==> src/rtl/cache_defs.sv <==
// Shared data-cache / victim-cache definitions used by the miss-handling path.
package cache_defs;

    localparam int unsigned DCACHE_LINE_WIDTH = 64;
    localparam int unsigned VICTIM_ADDR_BITS  = 26;
    localparam int unsigned VSWAP_CNT_BITS    = 16;

    typedef enum logic [2:0] {
        StIdle   = 3'd0,
        StLookup = 3'd1,
        StEvict  = 3'd2,
        StMemReq = 3'd3,
        StFill   = 3'd4
    } vswap_state_t;

endpackage

==> src/rtl/sat_counter.sv <==
// Width-parameterised saturating event counter with synchronous clear.
module sat_counter #(
    parameter int unsigned Width = 16
) (
    input  logic             clk,
    input  logic             rst,
    input  logic             inc_i,
    input  logic             clr_i,
    output logic [Width-1:0] cnt_o
);

    logic [Width-1:0] cnt_q, cnt_d;

    // Clear wins over increment; the count sticks at all-ones.
    always_comb begin
        cnt_d = cnt_q;
        if (clr_i) begin
            cnt_d = '0;
        end else if (inc_i && (cnt_q != {Width{1'b1}})) begin
            cnt_d = cnt_q + Width'(1);
        end
    end

    always_ff @(posedge clk or negedge rst) begin
        if (!rst) begin
            cnt_q <= '0;
        end else begin
            cnt_q <= cnt_d;
        end
    end

    assign cnt_o = cnt_q;

endmodule

==> src/rtl/victim_swap_ctrl.sv <==
// Data-cache miss controller: probes the victim cache, writes the evicted line into it,
// then returns the requested line from the victim cache or from memory.
module victim_swap_ctrl
    import cache_defs::*;
(
    input  logic                         clk,
    input  logic                         rst,
    input  logic                         flush_i,
    input  logic                         miss_req_i,
    input  logic [VICTIM_ADDR_BITS-1:0]  miss_addr_i,
    input  logic                         evict_valid_i,
    input  logic [VICTIM_ADDR_BITS-1:0]  evict_addr_i,
    input  logic [DCACHE_LINE_WIDTH-1:0] evict_data_i,
    output logic                         busy_o,
    output logic                         fill_valid_o,
    output logic [VICTIM_ADDR_BITS-1:0]  fill_addr_o,
    output logic [DCACHE_LINE_WIDTH-1:0] fill_data_o,
    output logic [VICTIM_ADDR_BITS-1:0]  vc_addr_o,
    output logic [DCACHE_LINE_WIDTH-1:0] vc_data_o,
    output logic                         vc_write_o,
    input  logic                         vc_hit_i,
    input  logic [DCACHE_LINE_WIDTH-1:0] vc_data_i,
    output logic                         mem_req_o,
    output logic [VICTIM_ADDR_BITS-1:0]  mem_addr_o,
    input  logic                         mem_ack_i,
    input  logic [DCACHE_LINE_WIDTH-1:0] mem_data_i,
    output logic [VSWAP_CNT_BITS-1:0]    hit_cnt_o,
    output logic [VSWAP_CNT_BITS-1:0]    miss_cnt_o
);

    vswap_state_t state_q, state_d;

    logic [VICTIM_ADDR_BITS-1:0]  miss_addr_q, evict_addr_q;
    logic                         evict_valid_q, hit_q;
    logic [DCACHE_LINE_WIDTH-1:0] evict_data_q, vc_line_q, mem_line_q;
    logic                         accept, leave_lookup, mem_take;

    assign accept       = (state_q == StIdle) && miss_req_i && !flush_i;
    assign leave_lookup = (state_q == StLookup) && !flush_i;
    assign mem_take     = (state_q == StMemReq) && mem_ack_i && !flush_i;

    always_comb begin
        state_d = state_q;
        case (state_q)
            StIdle:   if (miss_req_i) state_d = StLookup;
            StLookup: state_d = StEvict;
            StEvict:  state_d = hit_q ? StFill : StMemReq;
            StMemReq: if (mem_ack_i) state_d = StFill;
            StFill:   state_d = StIdle;
            default:  state_d = StIdle;
        endcase
        if (flush_i) state_d = StIdle;
    end

    always_ff @(posedge clk or negedge rst) begin
        if (!rst) begin
            state_q       <= StIdle;
            miss_addr_q   <= '0;
            evict_valid_q <= 1'b0;
            evict_addr_q  <= '0;
            evict_data_q  <= '0;
            hit_q         <= 1'b0;
            vc_line_q     <= '0;
            mem_line_q    <= '0;
        end else begin
            state_q <= state_d;
            if (accept) begin
                miss_addr_q   <= miss_addr_i;
                evict_valid_q <= evict_valid_i;
                evict_addr_q  <= evict_addr_i;
                evict_data_q  <= evict_data_i;
            end
            // Hit data is held here so a later evict write to the same entry cannot clobber it.
            if (leave_lookup) begin
                hit_q     <= vc_hit_i;
                vc_line_q <= vc_data_i;
            end
            if (mem_take) begin
                mem_line_q <= mem_data_i;
            end
        end
    end

    // A flush shares the victim cache's flush line, so side effects are squashed in that cycle.
    always_comb begin
        busy_o       = (state_q != StIdle);
        fill_valid_o = 1'b0;
        fill_addr_o  = '0;
        fill_data_o  = '0;
        vc_addr_o    = '0;
        vc_data_o    = '0;
        vc_write_o   = 1'b0;
        mem_req_o    = 1'b0;
        mem_addr_o   = '0;
        case (state_q)
            StLookup: vc_addr_o = miss_addr_q;
            StEvict: begin
                vc_addr_o  = evict_addr_q;
                vc_data_o  = evict_data_q;
                vc_write_o = evict_valid_q && !flush_i;
            end
            StMemReq: begin
                mem_req_o  = !flush_i;
                mem_addr_o = miss_addr_q;
            end
            StFill: begin
                fill_valid_o = !flush_i;
                fill_addr_o  = miss_addr_q;
                fill_data_o  = hit_q ? vc_line_q : mem_line_q;
            end
            default: ;
        endcase
    end

    sat_counter #(
        .Width(VSWAP_CNT_BITS)
    ) u_hit_cnt (
        .clk   (clk),
        .rst   (rst),
        .inc_i (leave_lookup && vc_hit_i),
        .clr_i (1'b0),
        .cnt_o (hit_cnt_o)
    );

    sat_counter #(
        .Width(VSWAP_CNT_BITS)
    ) u_miss_cnt (
        .clk   (clk),
        .rst   (rst),
        .inc_i (leave_lookup && !vc_hit_i),
        .clr_i (1'b0),
        .cnt_o (miss_cnt_o)
    );

endmodule
==> config.mk <==
export PLATFORM = sky130hd
export DESIGN_NAME = victim_swap_ctrl
export DESIGN_NICKNAME = d
export VERILOG_FILES = /design/src/rtl/cache_defs.sv /design/src/rtl/sat_counter.sv /design/src/rtl/victim_swap_ctrl.sv
export SDC_FILE = /design/constraint.sdc
export NUM_CORES = 1
export LEC_CHECK = 0
export CORE_AREA = 5 5 190 192
export DETAILED_ROUTE_END_ITERATION = 7
export DIE_AREA = 0 0 195 197
export DONT_BUFFER_PORTS = 1
export GPL_ROUTABILITY_DRIVEN = 0
export PLACE_DENSITY = 0.62
export SYNTH_ARGS = -nofsm -noshare
export SYNTH_HDL_FRONTEND = slang
export SYNTH_HIERARCHICAL = 1
export SYNTH_SLANG_ARGS = --single-unit
==> constraint.sdc <==
create_clock -name clk -period 2.7 [get_ports clk]
set_input_delay 0.54 -clock clk [delete_from_list [all_inputs] [get_ports clk]]
set_output_delay 0.54 -clock clk [all_outputs]
set_load 0.005 [all_outputs]
# Yosys cells after proc, flatten, opt, wreduce, memory -nomap -nowiden

Cells that the tools add are included.

Equal/unequal tests: 8
Add/subtract/negate cells: 2
Reductions and logical operators: 15
Muxes and demuxes: 14

Operators by type and width:

| kind                                                 | count |
|---|---|
| two-way mux 64 bit                                   | 3 |
| two-way mux 26 bit                                   | 2 |
| case mux 26 bit (2 select lines)                     | 1 |
| adder 16 x 1 -> 16 bit (second input constant)       | 2 |
| inequality test 16 bit (second input constant)       | 2 |
| two-way mux 3 bit                                    | 4 |
| case mux 3 bit (4 select lines)                      | 1 |
| logical AND 1 bit                                    | 10 |
| equality test 3 x 2 -> 1 bit (second input constant) | 2 |
| inequality test 3 bit (second input constant)        | 2 |
| equality test 3 x 1 -> 1 bit (second input constant) | 1 |
| equality test 3 bit (second input constant)          | 1 |
| logical NOT 3 bit                                    | 1 |
| two-way mux 1 bit                                    | 3 |
| nonzero test 3 bit                                   | 1 |
| logical NOT 1 bit                                    | 2 |
| AND reduction 2 bit                                  | 1 |

Input bits: 251
Register bits: 281

# Logic depth before layout (Yosys ltp)

Depth after elaboration: 4
Gate-level depth with buffers: 10

# Cells and area by module

Netlist, hierarchy kept.

Modules (own cells, without submodules):

| module           | instances | area an instance (µm²) | seq. area each (µm²) | cells each |
|---|---|---|---|---|
| victim_swap_ctrl | 1         | 11487.3                | 6231.0               | 859 |
| sat_counter      | 2         | 942.2                  | 400.4                | 98 |

# Least setup slack after synthesis

OpenSTA, ideal clock, no wires.

Kind: reg-to-reg
From: register state_q[2]
To: register u_miss_cnt.cnt_q[3], in the netlist u_miss_cnt/cnt_o[3]
Library setup time: 0.077 ns
Setup slack: 0.195 ns
Data arrival time: 2.428 ns
Stages on the path, launching flop included: 10
Required time: 2.623 ns
Path through: dfrtp_1 -> buf_2 -> nor4b_4 -> buf_4 -> buf_4 -> nor2b_1 -> inv_1 -> clkbuf_1 -> or4_2 -> a21oi_1

Longest elaborated chain between the ends: 4

Ends and longest elaborated chain:

| item                         | line                    | RTL |
|---|---|---|
| from (decl)                  | victim_swap_ctrl.sv:31  | `vswap_state_t state_q, state_d;` |
| from (signal assigned)       | victim_swap_ctrl.sv:57  | `state_q <= StIdle;` |
| from (signal assigned)       | victim_swap_ctrl.sv:66  | `state_q <= state_d;` |
| equality test 3 x 1 -> 1 bit | victim_swap_ctrl.sv:39  | `assign leave_lookup = (state_q == StLookup) && !flush_i;` |
| logical AND 1 bit            | victim_swap_ctrl.sv:39  |  |
| logical AND 1 bit            | victim_swap_ctrl.sv:130 | `.inc_i (leave_lookup && !vc_hit_i),` |
| logical AND 1 bit            | sat_counter.sv:19       | `end else if (inc_i && (cnt_q != {Width{1'b1}})) begin` |
| to (signal assigned)         | sat_counter.sv:28       | `cnt_q <= cnt_d;` |
| to (decl)                    | sat_counter.sv:12       | `logic [Width-1:0] cnt_q, cnt_d;` |

No other way between the ends.
A chain may end at the register's enable or synchronous reset.

# Worst setup path after layout

From: register state_q[2]
To: output vc_addr_o[18]

Longest elaborated chain between the ends: 2
Elaborated cells between the ends (all ways): 3
Those cells by class: 2 x eq/ne; 1 x mux

Ends and longest elaborated chain:

| item                                                                         | line                   | RTL |
|---|---|---|
| equality test 3 x 2 -> 1 bit or equality test 3 x 1 -> 1 bit (tied branches) | victim_swap_ctrl.sv:95 | `case (state_q)` |
| case mux 26 bit (2 select lines) (*)                                         | victim_swap_ctrl.sv:95 |  |
| to (decl)                                                                    | victim_swap_ctrl.sv:18 | `output logic [VICTIM_ADDR_BITS-1:0] vc_addr_o,` |

Every way passes the cells marked *; elsewhere a longest branch is shown, timed or not.

==> results.md <==
* Total Routing Usage GR at 18.1%
* Num CTS Buffers at 31
* Die W at 195 µm
* Synth unique cells at 48
* Drt wl/cell at 24.3 µm
* Worst slew pin tran at 763 ps
* Drt via density at 5.54
* Number of I/O port buffers at 0
* Pint at 9280 µW
* Max Slew Vio Count at 0
* Final min period at 2600 ps
* Final hold vios at 281
* Status: complete, but fails checks
* Initial antenna violation count at 8
* Final Util at 44.3%
* Mapped cell area at 0.0134 mm²
* Reg2Reg Depth at 6
* Worst setup SP type: flop
* Io pins at 493
* Sw Share at 27.4%
* Number of synthesized register bits at 281
* Number of warnings issued by yosys at 6
* Synth area leader: dfrtp_1
* Clock net sink count at 281
* Leakage at 0.00691 µW
* Share of cells above drive strength 1 at 27.1%
* Core area at 0.0342 mm²
* Multi-input combinational cell area at 0.00604 mm²
* RSZ-0062 raised after global routing: no
* First-pass GRT wire length at 55400 µm
* Top sig layer: met5
* Storage cell area at 0.00704 mm²
* Final WL at 37300 µm
* PwrDens at 844 mW/mm²
* Critical path type: reg2out
* Reg power frac at 47.7%
* Worst rel slew slack at 49.1%
* DR pass1 iterations at 5
* Row cnt at 68
* Vias in the first global route at 8811
* Mapped Cells at 1055
* Die Area at 0.0384 mm²
* Sequential cell area fraction in the yosys report at 52.6%
* Largest net degree at the start of global routing at 282
* Final Power at 12800 µW
* Clk network pwr share at 32.7%
* Endpoint class of the critical path: output port
* DRC Markers at 0
* WL met1 at 14900 µm
* Critical Path AT at 2060 ps
* Worst-Skew Late Latency at 580 ps
* Clk slew on worst S/H paths at 60 ps
* # nets final at 1301
* Largest cells by area after synthesis: dfrtp_1 (53%), mux2_2 (11%), mux2_1 (7.5%), mux2i_1 (4.9%), mux2_4 (3.4%)
* Max H-tree Level at 1
* Fmax at 385 MHz
* Top-area cell type share of the netlist area at 52.6%
* Worst hold slack at -319 ps
* Hold Crit Class: in2async
* WL met3 at 3370 µm
* CTS tree: yes
* Routed length on met2 at 18400 µm
* Area growth syn-to-layout at 13.2%
* Peak supply drop at 0.543 mV
* Fillers at 3141
* Clk_skew at 22.7 ps
* Hpwl dp at 25600 µm
* Top cells by count, synth: dfrtp_1 (281), mux2_2 (135), mux2_1 (89), nor2_1 (75)
* CTS max path bufs at 3
* Chip height at 197 µm
* Final Cycle Share at 96.3%
* Post-synthesis async set-or-reset flop share at 100%
* CTS root buffer: clkbuf_16
* Max-cap violations at 0
* NetSw at 3500 µW
* Largest fanout on the critical path at 33
* Combinational share of power at 19.6%
* Most frequent cell after synthesis: dfrtp_1
* Worst Path Required at 2160 ps
* Avg Inst Size Synth at 12.7 µm²
* Failing checks: negative hold slack
* Post-synth EDFFs at 0
* Remaining antenna violation count after routing at 0
* Setup violations, final at 0
* Final setup TNS at 0 ps
* Grt ovf at 0
* Initial core utilization at 39.1%
* Iter 0 DRT Violations at 365
* DR vias at 8491
* Dominant synthesized flop cell: dfrtp_1
==> state kept, by name, summed over array words and instances, names as in the netlist <==
register	cells
u_miss_cnt/cnt_o	16
hit_q	1
u_hit_cnt/cnt_o	16
evict_data_q	64
evict_addr_q	26
state_q	3
mem_line_q	64
evict_valid_q	1
miss_addr_q	26
vc_line_q	64
==> through the flow <==
stage               worst slack (ps)  area, µm²  std cells
finish                          99.9      15100       1532
floorplan                        195      13400       1058
detailed placement               329      13900       1463
global route                    20.4      15100       1531
CTS                             4.59      15100       1527
global placement                 351      13900       1463
==> worst max-delay path, cell delays in order, from the launching register on <==
cell and delay (ps):
dfrtp_1 400, buf_12 180, nand2b_4 170, nor2_4 140, buf_12 130, bufbuf_16 290
a22o_1 190
==> kinds of logic (layout without fill, tap and decap cells) <==
group	count (synthesis)	in the layout	synth area share (%)
buffers and inverters	80	95	2.95
AOI/OAI and AO/OA	77	77	4.12
and+or+nand+nor	295	295	13.0
other	1	8	0.0280
adders and majority gates	2	2	0.187
DFF	281	281	52.6
muxes	319	319	27.1
==> path summary, 6_finish.rpt <==
path	from	to	slack [ps]
max in group asynchronous	rst	hit_q	2300
min	rst	evict_addr_q[20]	-320
max reg2reg	state_q[2]	u_hit_cnt/cnt_o[3]	310
min in group clk	flush_i	state_q[1]	50
max	state_q[2]	vc_addr_o[18]	100
min reg2reg	mem_line_q[4]	mem_line_q[4]	490
==> layer usage <==
layer  up-vias  GRT usage (%)
met5         -              0
met1      4340           22.7
li1       3760              -
met2       338           30.6
met4         6           3.13
met3        47           6.87
==> layout by cell type (no fill, tap or decap), types with 9 or more instances in the layout <==
cell	count
a21oi_1	24
a22o_1	23
and2_1	54
and2_4	11
and3_1	56
buf_12	10
buf_4	17
clkbuf_16	31
dfrtp_1	280
mux2_1	89
mux2_2	135
mux2_4	30
mux2i_1	65
nand2_1	15
nand4_1	12
nor2_1	75
nor2b_1	9
o31ai_1	14
or4_1	10
==> layout make-up <==
cell class | count | area share [%]
Sequential cell | 281 | 46.5
Multi-Input combinational cell | 697 | 39.9
Clock buffer | 44 | 5.98
Tap cell | 455 | 3.76
Timing Repair Buffer | 31 | 2.85
Clock inverter | 14 | 0.810
Inverter | 6 | 0.149
Antenna cell | 4 | 0.0661
==> power by group through the flow <==
stage	registers, µW	logic (µW)	clock network [µW]
floorplan	5790	2070	0
global placement	6150	2290	0
detailed placement	6190	2350	0
CTS	6130	2440	4310
global route	6240	2740	4480
finish	6090	2510	4180
==> what timing repair did <==
item / 4_1_cts / 5_1_grt
cloned: 3 / 0
setup buffers: 3 / 1
setup endpoints to repair: 91 / 37
endpoints found under the hold margin: 281 / 281
gates resized for setup: 20 / 1
pin swaps: 2 / 0
No activity file was read; power rests on OpenSTA's default activity.
